==> config.mk <==
export PLATFORM = sky130hd
export DESIGN_NAME = lmdpl_table_gen_flat
export DESIGN_NICKNAME = d
export VERILOG_FILES = /design/src/rtl/lmdpl_table_gen_if.sv /design/src/rtl/lmdpl_table_gen.sv /design/src/flat_wrapper.sv
export SDC_FILE = /design/constraint.sdc
export NUM_CORES = 1
export LEC_CHECK = 0
export ABC_AREA = 1
export CORE_MARGIN = 2
export CORE_UTILIZATION = 47
export DETAILED_ROUTE_END_ITERATION = 10
export PLACE_DENSITY = 0.76
export SLEW_MARGIN = 20
export SYNTH_ARGS = -nofsm -noshare
export SYNTH_HDL_FRONTEND = slang
export SYNTH_SLANG_ARGS = --single-unit
==> constraint.sdc <==
create_clock -name clk -period 1.5 [get_ports clk]
set_clock_uncertainty 0.1 [all_clocks]
set_input_delay 0.45 -clock clk [delete_from_list [all_inputs] [get_ports clk]]
set_output_delay 0.45 -clock clk [all_outputs]
set_load 0.01 [all_outputs]
==> src/rtl/lmdpl_table_gen_if.sv <==
// ============================================================================
// Module   : lmdpl_table_gen_if
// Brief    : Request/table bundle between a controller and lmdpl_table_gen.
// Revision : 1.0
// ============================================================================
`default_nettype none

interface lmdpl_table_gen_if;
  logic       start;
  logic [1:0] op;
  logic [2:0] rnd;
  logic [7:0] t;
  logic       m_q;
  logic       eval;
  logic       busy;
  logic       done;
  logic       alarm;

  modport master (
    output start, op, rnd,
    input  t, m_q, eval, busy, done, alarm
  );

  modport slave (
    input  start, op, rnd,
    output t, m_q, eval, busy, done, alarm
  );
endinterface

`default_nettype wire

==> src/rtl/lmdpl_table_gen.sv <==
// ============================================================================
// Module   : lmdpl_table_gen
// Brief    : Precharge/evaluate LMDPL gate-table generator; optional dual-rail
//            integrity checker enabled by macro LMDPL_ALARM_EN.
// Revision : 1.0
// ============================================================================
`default_nettype none

module lmdpl_table_gen #(
  parameter int PRE_CYC  = 2,
  parameter int EVAL_CYC = 2
) (
  input  wire logic         clk,
  input  wire logic         rst_n,
  lmdpl_table_gen_if.slave  bus
);

  localparam logic [3:0] c_pre_load  = 4'(PRE_CYC - 1);
  localparam logic [3:0] c_eval_load = 4'(EVAL_CYC - 1);

  typedef enum logic [1:0] {
    S_IDLE = 2'd0,
    S_PRE  = 2'd1,
    S_EVAL = 2'd2,
    S_DONE = 2'd3
  } state_t;

  state_t     r_state;
  logic [3:0] r_cnt;
  logic [1:0] r_op;
  logic [2:0] r_mask;
  logic [7:0] r_t;
  logic       r_eval;
  logic       r_busy;
  logic       r_done;
  logic       r_alarm;

  logic [7:0] w_table;
  logic [1:0] w_xy;
  logic       w_bit;

  function automatic logic gate_fn(input logic [1:0] f_op, input logic a, input logic b);
    logic f;
    case (f_op)
      2'b00:   f = a & b;
      2'b01:   f = a | b;
      2'b10:   f = a ^ b;
      default: f = ~(a & b);
    endcase
    return f;
  endfunction

  // Row idx = x + 2y holds f(a,b)^m_q on the true rail and its complement below.
  always_comb begin
    w_table = 8'h00;
    w_xy    = 2'b00;
    w_bit   = 1'b0;
    for (int i = 0; i < 4; i++) begin
      w_xy           = 2'(i);
      w_bit          = gate_fn(r_op, w_xy[0] ^ r_mask[0], w_xy[1] ^ r_mask[1]) ^ r_mask[2];
      w_table[4 + i] = w_bit;
      w_table[i]     = ~w_bit;
    end
  end

  always_ff @(posedge clk or negedge rst_n) begin
    if (!rst_n) begin
      r_state <= S_IDLE;
      r_cnt   <= 4'd0;
      r_op    <= 2'b00;
      r_mask  <= 3'b000;
      r_t     <= 8'h00;
      r_eval  <= 1'b0;
      r_busy  <= 1'b0;
      r_done  <= 1'b0;
    end else begin
      case (r_state)
        S_IDLE: begin
          if (bus.start) begin
            r_state <= S_PRE;
            r_op    <= bus.op;
            r_mask  <= bus.rnd;
            r_cnt   <= c_pre_load;
            r_busy  <= 1'b1;
          end
        end
        S_PRE: begin
          if (r_cnt == 4'd0) begin
            r_state <= S_EVAL;
            r_cnt   <= c_eval_load;
            r_t     <= w_table;
            r_eval  <= 1'b1;
          end else begin
            r_cnt <= r_cnt - 4'd1;
          end
        end
        S_EVAL: begin
          if (r_cnt == 4'd0) begin
            r_state <= S_DONE;
            r_cnt   <= 4'd0;
            r_t     <= 8'h00;
            r_eval  <= 1'b0;
            r_done  <= 1'b1;
          end else begin
            r_cnt <= r_cnt - 4'd1;
          end
        end
        default: begin
          r_state <= S_IDLE;
          r_done  <= 1'b0;
          r_busy  <= 1'b0;
        end
      endcase
    end
  end

`ifdef LMDPL_ALARM_EN
  // Watches the driven table itself so any disturbance on the output is caught.
  always_ff @(posedge clk or negedge rst_n) begin
    if (!rst_n) begin
      r_alarm <= 1'b0;
    end else if (r_eval ? ((bus.t[7:4] ^ bus.t[3:0]) != 4'hF) : (bus.t != 8'h00)) begin
      r_alarm <= 1'b1;
    end
  end
`else
  assign r_alarm = 1'b0;
`endif

  assign bus.t     = r_t;
  assign bus.m_q   = r_mask[2];
  assign bus.eval  = r_eval;
  assign bus.busy  = r_busy;
  assign bus.done  = r_done;
  assign bus.alarm = r_alarm;

endmodule

`default_nettype wire

==> src/flat_wrapper.sv <==
// flat-port wrapper written by rule: the top's interface ports become plain ports
module lmdpl_table_gen_flat 
#(
  parameter int PRE_CYC  = 2,
  parameter int EVAL_CYC = 2
)
  (clk, rst_n, bus_start, bus_op, bus_rnd, bus_t, bus_m_q, bus_eval, bus_busy, bus_done, bus_alarm);
  lmdpl_table_gen_if bus_i ();
  input  wire logic clk;
  input  wire logic rst_n;
  input wire logic [$bits(bus_i.start)-1:0] bus_start;
  input wire logic [$bits(bus_i.op)-1:0] bus_op;
  input wire logic [$bits(bus_i.rnd)-1:0] bus_rnd;
  output wire logic [$bits(bus_i.t)-1:0] bus_t;
  output wire logic [$bits(bus_i.m_q)-1:0] bus_m_q;
  output wire logic [$bits(bus_i.eval)-1:0] bus_eval;
  output wire logic [$bits(bus_i.busy)-1:0] bus_busy;
  output wire logic [$bits(bus_i.done)-1:0] bus_done;
  output wire logic [$bits(bus_i.alarm)-1:0] bus_alarm;
  assign bus_i.start = bus_start;
  assign bus_i.op = bus_op;
  assign bus_i.rnd = bus_rnd;
  assign bus_t = bus_i.t;
  assign bus_m_q = bus_i.m_q;
  assign bus_eval = bus_i.eval;
  assign bus_busy = bus_i.busy;
  assign bus_done = bus_i.done;
  assign bus_alarm = bus_i.alarm;
  lmdpl_table_gen #(.PRE_CYC(PRE_CYC), .EVAL_CYC(EVAL_CYC)) u_core (.clk(clk), .rst_n(rst_n), .bus(bus_i));
endmodule
==> impl_results.md <==
* GRT Total Usage at 0.2039
* RSZ-0062 raised after global routing: true
* Clock power share at 0.103
* Top cell type's share of synthesized area at 0.4124
* Worst slack at placement at -205.5 ps
* Pwr per Cell Area at about 2400 nW/um^2
* Max-slew violations at 0
* NetSw at approximately 0.0021 W
* Final hold viol count at 0
* Initial Util at 0.4883
* Vias in the first global route at about 1200
* Hpwl dp at roughly 2100 um
* Yosys reg bits at 22
* P&R area growth vs syn at 43.11%
* Max Freq at roughly 0.67 GHz
* # hold bufs at CTS at 0
* Core area at 2734 um^2
* Fin crit share at 0.9924
* DRC errors left at 0
* Ports at 21
* H-tree Lvls at 1
* Antenna viol nets, final at 0
* Setup slack after layout at ~11 ps
* Unique masters post-synth at 22
* Worst setup SP type: flop
* Layout net count at 235
* Status: finished, final reports clean
* Mapped Cells at ~180
* Leakage at approximately 0.95 nW
* Sequential share of power at 0.239
* Worst reg2reg endpoint: u_core.bus.t[4]$_DFFE_PN0P_
* Seq/Total Area, Yosys at 0.4124
* Async SR Flop Fraction at 1.000
* First-pass GRT wire length at between 5000 and 6000 um
* Number of enable flip-flop cells after synthesis at 0
* Hold Path Class: in2async
* CP Max Fanout at 3
* I/O Buffers at 19
* Main synth FF type: dfrtp_1
* Final non-filler cell area at around 1900 um^2
* Area post-placement at about 1600 um^2
* Largest net degree at the start of global routing at 23
* Avg Inst Size Synth at about 7.6 um^2
* Mapped Area at approximately 1300 um^2
* Total wire length at approximately 3300 um
* Clock transition at path regs at between 100 and 150 ps
* Worst-Skew Late Latency at 330 ps
* YS warnings at 0
* Peak supply drop at approximately 1.7 mV
* Die Width at 57.30 um
* Per-cell routed wire length at between 10 and 15 um
* Clk buf depth at 2
* Post-Syn Nets at slightly below 200
* DRT iter0 DRCs at 48
* CTS root buffer: clkbuf_4
* Fillers at about 210
* Die Ht at between 50 and 60 um
* First-pass detailed-route iteration total at 4
* WP data arrival at roughly 1600 ps
* WP data required at approximately 1600 ps
* Reg2reg path depth at 8
* Synth area leaders: dfrtp_1 (41%), nand2_1 (15%), nand3_1 (10%)
* # diodes at 0
* Internal power at approximately 0.0024 W
* Min Clock Period, post-route at 1489 ps
* Sw Share at 0.4683
* DR vias at 1272
* MaxCap Viol Count at 0
* R2R Setup Slk at 10 ps
* Critical Path End Type: flop
* Share of layout cells above drive strength 1 at 0.3889
* GRT Residual Overflow at 0
* Drt via density at just over 5
* Initial antenna violation count at 0
* Logic gate share of total power at 0.658
* Area leader, netlist: dfrtp_1
* TritonCTS clock tree: yes
* Cts bufs inserted at 3
* FP Rows at 19
* Final Setup Violations at 0
* Cell with the most instances after synthesis: nand2_1
* R2R Path Start: u_core.r_mask[1]$_DFFE_PN0P_
* GPL Wtd Cong at between 0.8 and 0.9
* Post-synth top cells: nand2_1 (53), nand3_1 (27), dfrtp_1 (22)
* Setup Crit Path Kind: reg2reg
* Die Area at between 3000 and 4000 um^2
* Clock sink total at 22
routing by layer:
metal | up-vias | part of all wire | global-route usage
li1 | 635 | - | -
met1 | 598 | 0.42 | 0.2380
met2 | 32 | 0.50 | 0.3432
met3 | 7 | 0.045 | 0.02721
met4 | 0 | 0.034 | 0.1462
met5 | - | 0 | 0
power groups by stage:
| stage | Sequential, W | Clock, W | Combinational [W] |
|---|---|---|---|
| 6_report | 0.00109 | 0.000473 | 0.00301 |
| 5_1_grt | 0.00113 | 0.000501 | 0.00333 |
| 4_1_cts | 0.00105 | 0.000476 | 0.00241 |
| 3_5_place_dp | 0.00107 | 0 | 0.00236 |
| 3_3_place_gp | 0.00105 | 0 | 0.00227 |
| 2_1_floorplan | 0.00109 | 0 | 0.00152 |
how the worst max path moves through the flow:
stage / start / end / slack [ps] / cells past startpoint
finish: u_core.r_mask[1]$_DFFE_PN0P_ / u_core.bus.t[4]$_DFFE_PN0P_ / 10 / 8
global route: u_core.r_mask[1]$_DFFE_PN0P_ / u_core.bus.t[0]$_DFFE_PN0P_ / -60 / 10
CTS: u_core.bus.t[0]$_DFFE_PN0P_ / bus_t[0] / 1 / 1
detailed placement: bus_start / u_core.r_cnt[2]$_DFFE_PN0P_ / -210 / 7
global placement: bus_start / u_core.r_cnt[2]$_DFFE_PN0P_ / -150 / 7
floorplan: u_core.r_mask[0]$_DFFE_PN0P_ / u_core.bus.t[7]$_DFFE_PN0P_ / 30 / 8
cells by family after synthesis:
family,synth area share
AO/OA/AOI/OAI,0.07779
adder cells (fa/ha/maj),0.09372
buffers and inverters,0.08622
flip-flops,0.4124
other,0.002809
AND/OR/NAND/NOR,0.3271
state kept, by name (all words and copies together) (netlist names):
name	count
u_core.bus.eval	1
u_core.bus.t	8
u_core.bus.done	1
u_core.r_cnt	4
u_core.r_state	2
u_core.bus.busy	1
u_core.r_op	2
u_core.r_mask	3
metrics by stage:
| step | hold slack (ps) | util | setup TNS (ps) | power [W] | std cells |
|---|---|---|---|---|---|
| 2_1_floorplan | 54.41 | - | 0 | 0.002609 | 175 |
| 3_5_place_dp | 369.5 | 0.5968 | -1287 | 0.003424 | 230 |
| 4_1_cts | 355.7 | 0.6265 | 0 | 0.003936 | 240 |
| 6_report | 344.4 | 0.6989 | 0 | 0.004580 | 247 |
| 5_1_grt | 352.4 | 0.6989 | -472.5 | 0.004955 | 247 |
| 3_3_place_gp | 364.3 | 0.5968 | -801.0 | 0.003316 | 230 |
timing repair:
| action | 4_1_cts | 5_1_grt |
|---|---|---|
| resized for setup | 47 | 41 |
| pin swaps | 3 | 11 |
| hold endpoints to repair | 0 | 0 |
| setup buffers | 6 | 7 |
| setup endpoints to repair | 18 | 19 |
layout make-up:
type / instances / area (um^2) / area share
Sequential cell: 22 / 553.0 / 0.2895
Tap cell: 31 / 38.79 / 0.02030
Timing Repair Buffer: 41 / 340.3 / 0.1781
Clock buffer: 3 / 22.52 / 0.01179
Inverter: 24 / 95.09 / 0.04977
Clock inverter: 1 / 30.03 / 0.01572
Multi-Input combinational cell: 125 / 830.8 / 0.4348
cell usage in the layout (no fill, tap or decap), types with 2 or more instances in the layout:
master and instances:
a21oi_1 8, buf_12 3, buf_2 10, buf_4 17
buf_6 2, clkbuf_2 2, clkbuf_4 3, clkdlybuf4s50_1 7
dfrtp_1 20, dfrtp_2 2, ha_1 3, ha_4 6
inv_1 11, inv_2 10, inv_4 2, nand2_1 48
nand2_2 7, nand2_4 2, nand3_1 17, nand3_2 9
nor2_1 8, nor2_4 3, o21ai_1 2, o22ai_1 2
worst max-delay path, stage by stage, from the launching register on:
cell	delay, ps
dfrtp_1	410
inv_2	100
ha_4	220
o21ai_4	180
nand3_2	130
nand2_2	100
nand2_1	50
nand3_1	60
nand2_1	50
Power figures use the tool's default switching activity.
